`src/rtl/mux4_rr_arbiter_pkg.sv`:
```
`default_nettype none
// ---------------------------------------------------------------------------
// mux_arb_pkg : shared types and constants for the mux4 round-robin arbiter
// Revision    : 1.0
// ---------------------------------------------------------------------------
package mux_arb_pkg;

  localparam int N_REQ = 4;
  localparam int SEL_W = 2;

  // Last-winner pointer after reset, so the first search starts at index 0.
  localparam logic [SEL_W-1:0] PTR_RST = 2'd3;

  typedef enum logic [0:0] {
    IDLE  = 1'b0,
    GRANT = 1'b1
  } arb_state_t;

  function automatic logic [N_REQ-1:0] onehot(input logic [SEL_W-1:0] idx);
    logic [N_REQ-1:0] v;
    v      = '0;
    v[idx] = 1'b1;
    return v;
  endfunction

endpackage
`default_nettype wire

```
`src/rtl/mux4_rr_arbiter_rr_pick.sv`:
```
`default_nettype none
// ---------------------------------------------------------------------------
// rr_pick  : combinational round-robin search, order ptr+1, ptr+2, ptr+3, ptr
// Revision : 1.0
// ---------------------------------------------------------------------------
module rr_pick
  import mux_arb_pkg::*;
(
  input  logic [N_REQ-1:0] req,
  input  logic [SEL_W-1:0] ptr,
  input  logic [N_REQ-1:0] mask,
  output logic [SEL_W-1:0] winner,
  output logic             found
);

  logic [N_REQ-1:0] cand;
  logic [SEL_W-1:0] idx;

  always_comb begin
    cand   = req & ~mask;
    winner = '0;
    found  = 1'b0;
    idx    = '0;
    for (int k = 1; k <= N_REQ; k++) begin
      idx = ptr + SEL_W'(k);
      if (!found && cand[idx]) begin
        winner = idx;
        found  = 1'b1;
      end
    end
  end

endmodule
`default_nettype wire

```
`src/rtl/mux4_rr_arbiter.sv`:
```
`default_nettype none
// ---------------------------------------------------------------------------
// mux4_rr_arbiter : round-robin sequencer for a shared 4:1 1-bit mux
//                   optional hold-time preemption via MUX_ARB_HOLD_LIMIT_EN
// Revision        : 1.0
// ---------------------------------------------------------------------------
module mux4_rr_arbiter
  import mux_arb_pkg::*;
#(
  parameter int HOLD_MAX = 8,
  parameter int CNT_W    = 8
) (
  input  logic             clk,
  input  logic             rst_n,
  input  logic [N_REQ-1:0] req,
  input  logic [N_REQ-1:0] din,
  output logic [N_REQ-1:0] gnt,
  output logic [SEL_W-1:0] sel,
  output logic             busy,
  output logic             y
);

  if (HOLD_MAX < 2 || HOLD_MAX > 255 || (2 ** CNT_W) <= HOLD_MAX) begin : g_cfg_check
    $error("mux4_rr_arbiter: HOLD_MAX / CNT_W combination out of range");
  end

  arb_state_t       state_q, state_d;
  logic [N_REQ-1:0] gnt_q, gnt_d;
  logic [SEL_W-1:0] sel_q, sel_d;
  logic [SEL_W-1:0] ptr_q, ptr_d;
  logic             busy_q, busy_d;

  logic [SEL_W-1:0] winner;
  logic             found;
  logic             owner_req;
  logic             preempt;

  // Masking with the current grant excludes the owner from the search; in
  // IDLE the grant is zero so every requester competes.
  rr_pick u_rr_pick (
    .req    (req),
    .ptr    (ptr_q),
    .mask   (gnt_q),
    .winner (winner),
    .found  (found)
  );

  assign owner_req = req[sel_q];

`ifdef MUX_ARB_HOLD_LIMIT_EN
  localparam logic [CNT_W-1:0] CNT_MAX = CNT_W'(HOLD_MAX - 1);

  logic [CNT_W-1:0] cnt_q, cnt_d;

  assign preempt = (cnt_q == CNT_MAX) && found;

  always_comb begin
    cnt_d = '0;
    if (state_q == GRANT && owner_req && !preempt) begin
      cnt_d = (cnt_q == CNT_MAX) ? cnt_q : cnt_q + 1'b1;
    end
  end

  always_ff @(posedge clk) begin
    if (!rst_n) begin
      cnt_q <= '0;
    end else begin
      cnt_q <= cnt_d;
    end
  end
`else
  assign preempt = 1'b0;
`endif

  always_comb begin
    state_d = state_q;
    gnt_d   = gnt_q;
    sel_d   = sel_q;
    ptr_d   = ptr_q;
    busy_d  = busy_q;
    case (state_q)
      IDLE: begin
        if (found) begin
          state_d = GRANT;
          gnt_d   = onehot(winner);
          sel_d   = winner;
          ptr_d   = winner;
          busy_d  = 1'b1;
        end
      end
      GRANT: begin
        if (!owner_req || preempt) begin
          if (found) begin
            gnt_d = onehot(winner);
            sel_d = winner;
            ptr_d = winner;
          end else begin
            state_d = IDLE;
            gnt_d   = '0;
            busy_d  = 1'b0;
          end
        end
      end
      default: begin
        state_d = IDLE;
        gnt_d   = '0;
        busy_d  = 1'b0;
      end
    endcase
  end

  always_ff @(posedge clk) begin
    if (!rst_n) begin
      state_q <= IDLE;
      gnt_q   <= '0;
      sel_q   <= '0;
      ptr_q   <= PTR_RST;
      busy_q  <= 1'b0;
    end else begin
      state_q <= state_d;
      gnt_q   <= gnt_d;
      sel_q   <= sel_d;
      ptr_q   <= ptr_d;
      busy_q  <= busy_d;
    end
  end

  assign gnt  = gnt_q;
  assign sel  = sel_q;
  assign busy = busy_q;
  assign y    = busy_q ? din[sel_q] : 1'b0;

endmodule
`default_nettype wire

```
`config.mk`:
```
export PLATFORM = sky130hd
export DESIGN_NAME = mux4_rr_arbiter
export DESIGN_NICKNAME = d
export VERILOG_FILES = /design/src/rtl/mux4_rr_arbiter_pkg.sv /design/src/rtl/mux4_rr_arbiter_rr_pick.sv /design/src/rtl/mux4_rr_arbiter.sv
export SDC_FILE = /design/constraint.sdc
export NUM_CORES = 1
export LEC_CHECK = 0
export BUFFER_PORTS_ARGS = -buffer_cell sky130_fd_sc_hd__buf_2
export CORE_ASPECT_RATIO = 2
export CORE_MARGIN = 10
export CORE_UTILIZATION = 25
export CTS_CLUSTER_SIZE = 28
export DETAILED_ROUTE_END_ITERATION = 10
export PLACE_DENSITY = 0.48
export REMOVE_ABC_BUFFERS = 1
export SLEW_MARGIN = 30
export SYNTH_ARGS = -nofsm -noshare
export SYNTH_HDL_FRONTEND = slang
export SYNTH_HIERARCHICAL = 1
export SYNTH_SLANG_ARGS = --single-unit
```
`constraint.sdc`:
```
create_clock -name clk -period 3.65 [get_ports clk]
set_input_delay 0.73 -clock clk [delete_from_list [all_inputs] [get_ports clk]]
set_output_delay 0.73 -clock clk [all_outputs]
set_load 0.01 [all_outputs]
```
; Word level (Yosys, flattened, before mapping)
; Cells that the tools add are included.
[totals]
regBits = 10
latch_bits = 0
ram_bits = 0
mem_bits_ro = 0
in_bits = 10
output_inout_bits = 8
wordCells = 70
memories = 0
[op_classes]
addsub = 3
mul = 0
div_mod_pow = 0
magnitude_cmp = 7
eq_ne = 3
n_shift = 0
mux = 40
n_bitwise = 3
n_reduce_logical = 9
[op_table]
columns = operator, count
row1 = $lt A2 B3 Y1 const B, 6
row2 = $mux W1, 17
row3 = $mux W2, 8
row4 = $bmux W1 S2, 6
row5 = $mux W4, 3
row6 = $pmux W2 S2, 2
row7 = $pmux W4 S2, 1
row8 = $ne A2 B2 Y1 const B, 3
row9 = $add A2 B2 Y2 const B, 2
row10 = $and A4 B4 Y4, 1
row11 = $logic_and A1 B1 Y1, 4
row12 = $not A4 Y4, 1
row13 = $pmux W1 S2, 2
row14 = $logic_not A1 Y1, 3
row15 = $reduce_and A3 Y1, 1
row16 = $add A2 B1 Y2 const B, 1
row17 = $demux W1 S2, 1
row18 = $ge A2 B1 Y1 const B, 1
row19 = $reduce_and A2 Y1, 1
row20 = $not A1 Y1, 1

; Longest topological paths before layout
[logic_depth]
depth_word = 21
depth_mapped = 7
ltp_nobuf = 7

; Hierarchy
; The synthesis kept the hierarchy.
[by_module_without_submodules]
columns = module, n_inst, cells_per_inst, area_per_inst_um2, seq_area_each_um2
row1 = mux4_rr_arbiter, 1, 54, 608.1, 200.2
row2 = rr_pick, 1, 17, 126.4, 0.0

; Worst setup path after synthesis
; Ideal clock, no wire load.
[synth_timing]
path_type = input -> output
startpoint = in din[1]
endpoint = out y
arrival_ps = 1383
required_time_ps = 2920
slack_ps = 1537
stages = 2
n_path_buf = 0
cell_sequence = mux4_1 and2_1
[synth_via]
elab_chain_len = 3
[synth_rtl]
columns = item, line
row1 = "start, declared", mux4_rr_arbiter.sv:16  ; input logic [N_REQ-1:0] din,
row2 = $bmux W1 S2, mux4_rr_arbiter.sv:131  ; assign y = busy_q ? din[sel_q] : 1'b0;
row3 = $mux W1 (not written as such), mux4_rr_arbiter.sv:131
row4 = $mux W1, mux4_rr_arbiter.sv:131
row5 = "end, declared", mux4_rr_arbiter.sv:20  ; output logic y
; Every way passes these cells. The select of a mux whose other input is x is not followed.

; Worst setup path in the final report
[layout_timing]
startpoint = reg sel_q[0] (netlist: sel[0])
endpoint = out y
[layout_via]
elab_chain_len = 3
[layout_rtl]
columns = item, line
row1 = "start, declared", mux4_rr_arbiter.sv:29  ; logic [SEL_W-1:0] sel_q, sel_d;
row2 = "start signal, assigned", mux4_rr_arbiter.sv:122  ; sel_q <= sel_d;
row3 = $bmux W1 S2, mux4_rr_arbiter.sv:131
row4 = $mux W1 (not written as such), mux4_rr_arbiter.sv:131
row5 = $mux W1, mux4_rr_arbiter.sv:131
; Every way passes these cells. The select of a mux whose other input is x is not followed.

==> impl_metrics.toml <==
[synthesis]
synth_xor_area_share_pct = 0
seq_area_frac_synth_pct = 27.3
syn_area_um2 = 734
synth_compound_area_share_pct = 20.8
synthSimpleGateAreaFrac_pct = 27.9
synth_top_family_by_area = "simple AND/OR/NAND/NOR gates"
ys_dominant_reg_cell = "dfxtp_1"
ys_async_sr_fraction_pct = 0
postSynthAreaPerCell_um2 = 10.3
ys_warn_count = 6
yosysUniqueCellTypes = 33
synth_seq_cells = 10
synth-edff-count = 0
syn_inst = 71
synth_fa_ha_area_share_pct = 1.70
synth.area.mux_share_pct = 20.8

[place]
io_buffers = 17
dp_hpwl_mm = 1.74
gp_congestion = 0.821

[power]
p_switching_mw = 0.221
vdd_drop_max_uv = 209
internal_power_mw = 0.348
p_leak_nw = 0.406
switching_share_pct = 38.8
p_clk_share_pct = 21.0
pwr-share-seq_pct = 32.8
p_comb_share_pct = 46.2
p_per_area_mw_per_mm2 = 637

[sta]
hold_ws_ns = 0.495
fin_crit_sh_pct = 64.7
timing.final.crit_period_ns = 2.36
setup_tns_ns = 0
final-hold-violation-count = 0
max_freq_mhz = 423
setup_violations = 0
slew_viol_final = 0
tightest_slew_ns = 0.748
rsz0062_at_grt = "false"
relSlewSlack_pct = 49.8
fin_skew_ns = 0.00247

[global_route]
grt_pass1_vias = 724
grt_usage_pct = 8.13
grt.overflow.total = 0
grt_pass1_wl_mm = 3.53
grt_max_degree = 18
antenna_found_initial = 0

[route]
routed_wl_mm = 2.15
drtAntennaViolNets = 0
drtIter0Drc = 12
drc = 0
num_vias = 647
routed_via_density = 5.44
dr.pass1.iters = 4
wl_per_cell_um = 18.0

[layout]
antenna_cells = 0
area_growth_pct = 21.6
drive_gt1_share_pct = 32.2
nNetsFinal = 103

[floorplan]
num_rows = 27
coreArea_mm2 = 0.00280
die_height_um = 96.7
io_pins = 18
die_x_um = 58.3
start_util_pct = 26.2
die-area_mm2 = 0.00564

[clocking]
ctsHoldBuffers = 0
cts_tree = "done"
ctsResizeCount = 0
clk_pin_slew_ns = 0.05
insertion_delay_ns = 0.24
cts_root_buf = "clkbuf_8"
ctsLongestPathBuffers = 2
ctsHtreeMaxLevel = 1
post_cts_buffers = 0
cts.sinks = 10
cts_buffers = 3

[worst_setup_path]
cp-start-kind = "flip-flop"
worstSetupPathType = "reg2out"
r2r-start = "ptr_q[1]"
r2r-end = "gnt[0]"
cp_slowest_cell = "mux4_1"
cp.arrival_ns = 1.63
worstRegToRegCells = 5
cp-end-kind = "output port"
worst-path-max-fanout = 6
r2r_slack_ns = 1.74
cpPeakStageDelay_ns = 0.59
path_cells = "mux4_1 -> and2_1 -> buf_2"
required_ns = 2.92

[hold_path]
min_to = "gnt[1]"
min_path_type = "reg2reg"
hold_path_depth = 2
min_from = "gnt[1]"

[run]
maxCapViolCount = 0

[run_status]
status = "complete, no violations"
Yosys cell counts, drive strengths merged (3+ instances only):
library cell / count / area, um2
mux2i: 7 / 70.1
nand2b: 5 / 33.8
and2: 3 / 18.8
dfxtp: 10 / 200
a221oi: 3 / 61.3
nand2: 6 / 22.5
nor2b: 7 / 43.8
worst max path at each step:
| stage | start | endpoint | slack (ns) | cells after the start |
|---|---|---|---|---|
| after floorplan | din[1] | y | 1.54 | 2 |
| after global placement | req[0] | gnt[0] | 1.29 | 6 |
| after detailed placement | req[0] | gnt[3] | 1.25 | 8 |
| after CTS | sel[0] | y | 1.25 | 3 |
| after global routing | sel[0] | y | 1.19 | 3 |
| final | sel[0] | y | 1.29 | 3 |
metrics by stage:
stage / worst slack (ns) / total power, mW / util [%] / cell area [um2] / cells
floorplan: 1.54 / 0.370 / - / 731 / 70
global placement: 1.29 / 0.455 / 30.4 / 852 / 116
detailed placement: 1.25 / 0.455 / 30.4 / 852 / 116
CTS: 1.25 / 0.576 / 31.9 / 893 / 119
global route: 1.19 / 0.613 / 31.9 / 893 / 119
finish: 1.29 / 0.569 / 31.9 / 893 / 119
routing by layer:
metal,GRT usage [%],share of wire [%],wire length [um]
met1,6.19,32,686
met2,15.3,59,1270
met3,2.09,4.1,89
met4,6.70,4.6,98
met5,0,0,0
cells by family (layout without fill, tap and decap cells):
| logic type | after synthesis | after routing |
|---|---|---|
| compound gates | 14 | 14 |
| fa+ha+maj | 1 | 1 |
| buf+inv | 3 | 22 |
| flops | 10 | 10 |
| mux | 11 | 11 |
| simple gates | 32 | 32 |
cell usage in the layout (no fill, tap or decap), types with 3 or more instances in the layout:
master / n
buf_2: 17
dfxtp_1: 10
nor2b_1: 7
mux2i_1: 7
nand2_1: 6
nand2b_1: 4
and2_1: 3
clkbuf_8: 3
sequential cells by signal, summed over array words and instances (netlist names):
| register | cells |
|---|---|
| busy | 1 |
| sel | 2 |
| gnt | 4 |
| ptr_q | 2 |
| state_q | 1 |
power groups by stage:
stage,Combinational (mW),Sequential [mW],Clock (mW)
floorplan,0.184,0.186,0
global placement,0.265,0.190,0
detailed placement,0.264,0.191,0
CTS,0.265,0.189,0.123
global route,0.289,0.195,0.129
finish,0.263,0.187,0.119
layout make-up:
| cell class | instances | area [um2] |
|---|---|---|
| Fill cell | 303 | 1910 |
| Tap cell | 29 | 36.3 |
| Sequential cell | 10 | 200 |
| Multi-Input combinational cell | 58 | 523 |
| Timing Repair Buffer | 17 | 85.1 |
| Clock buffer | 3 | 41.3 |
| Inverter | 2 | 7.51 |
worst max-delay path, delay by kind of cell (launching register included):
family | cells | cell delay, ns
simple gates | 1 | 0.16
buf+inv | 1 | 0.13
mux | 1 | 0.59
flops | 1 | 0.51
(Power assumes the default switching activity.)
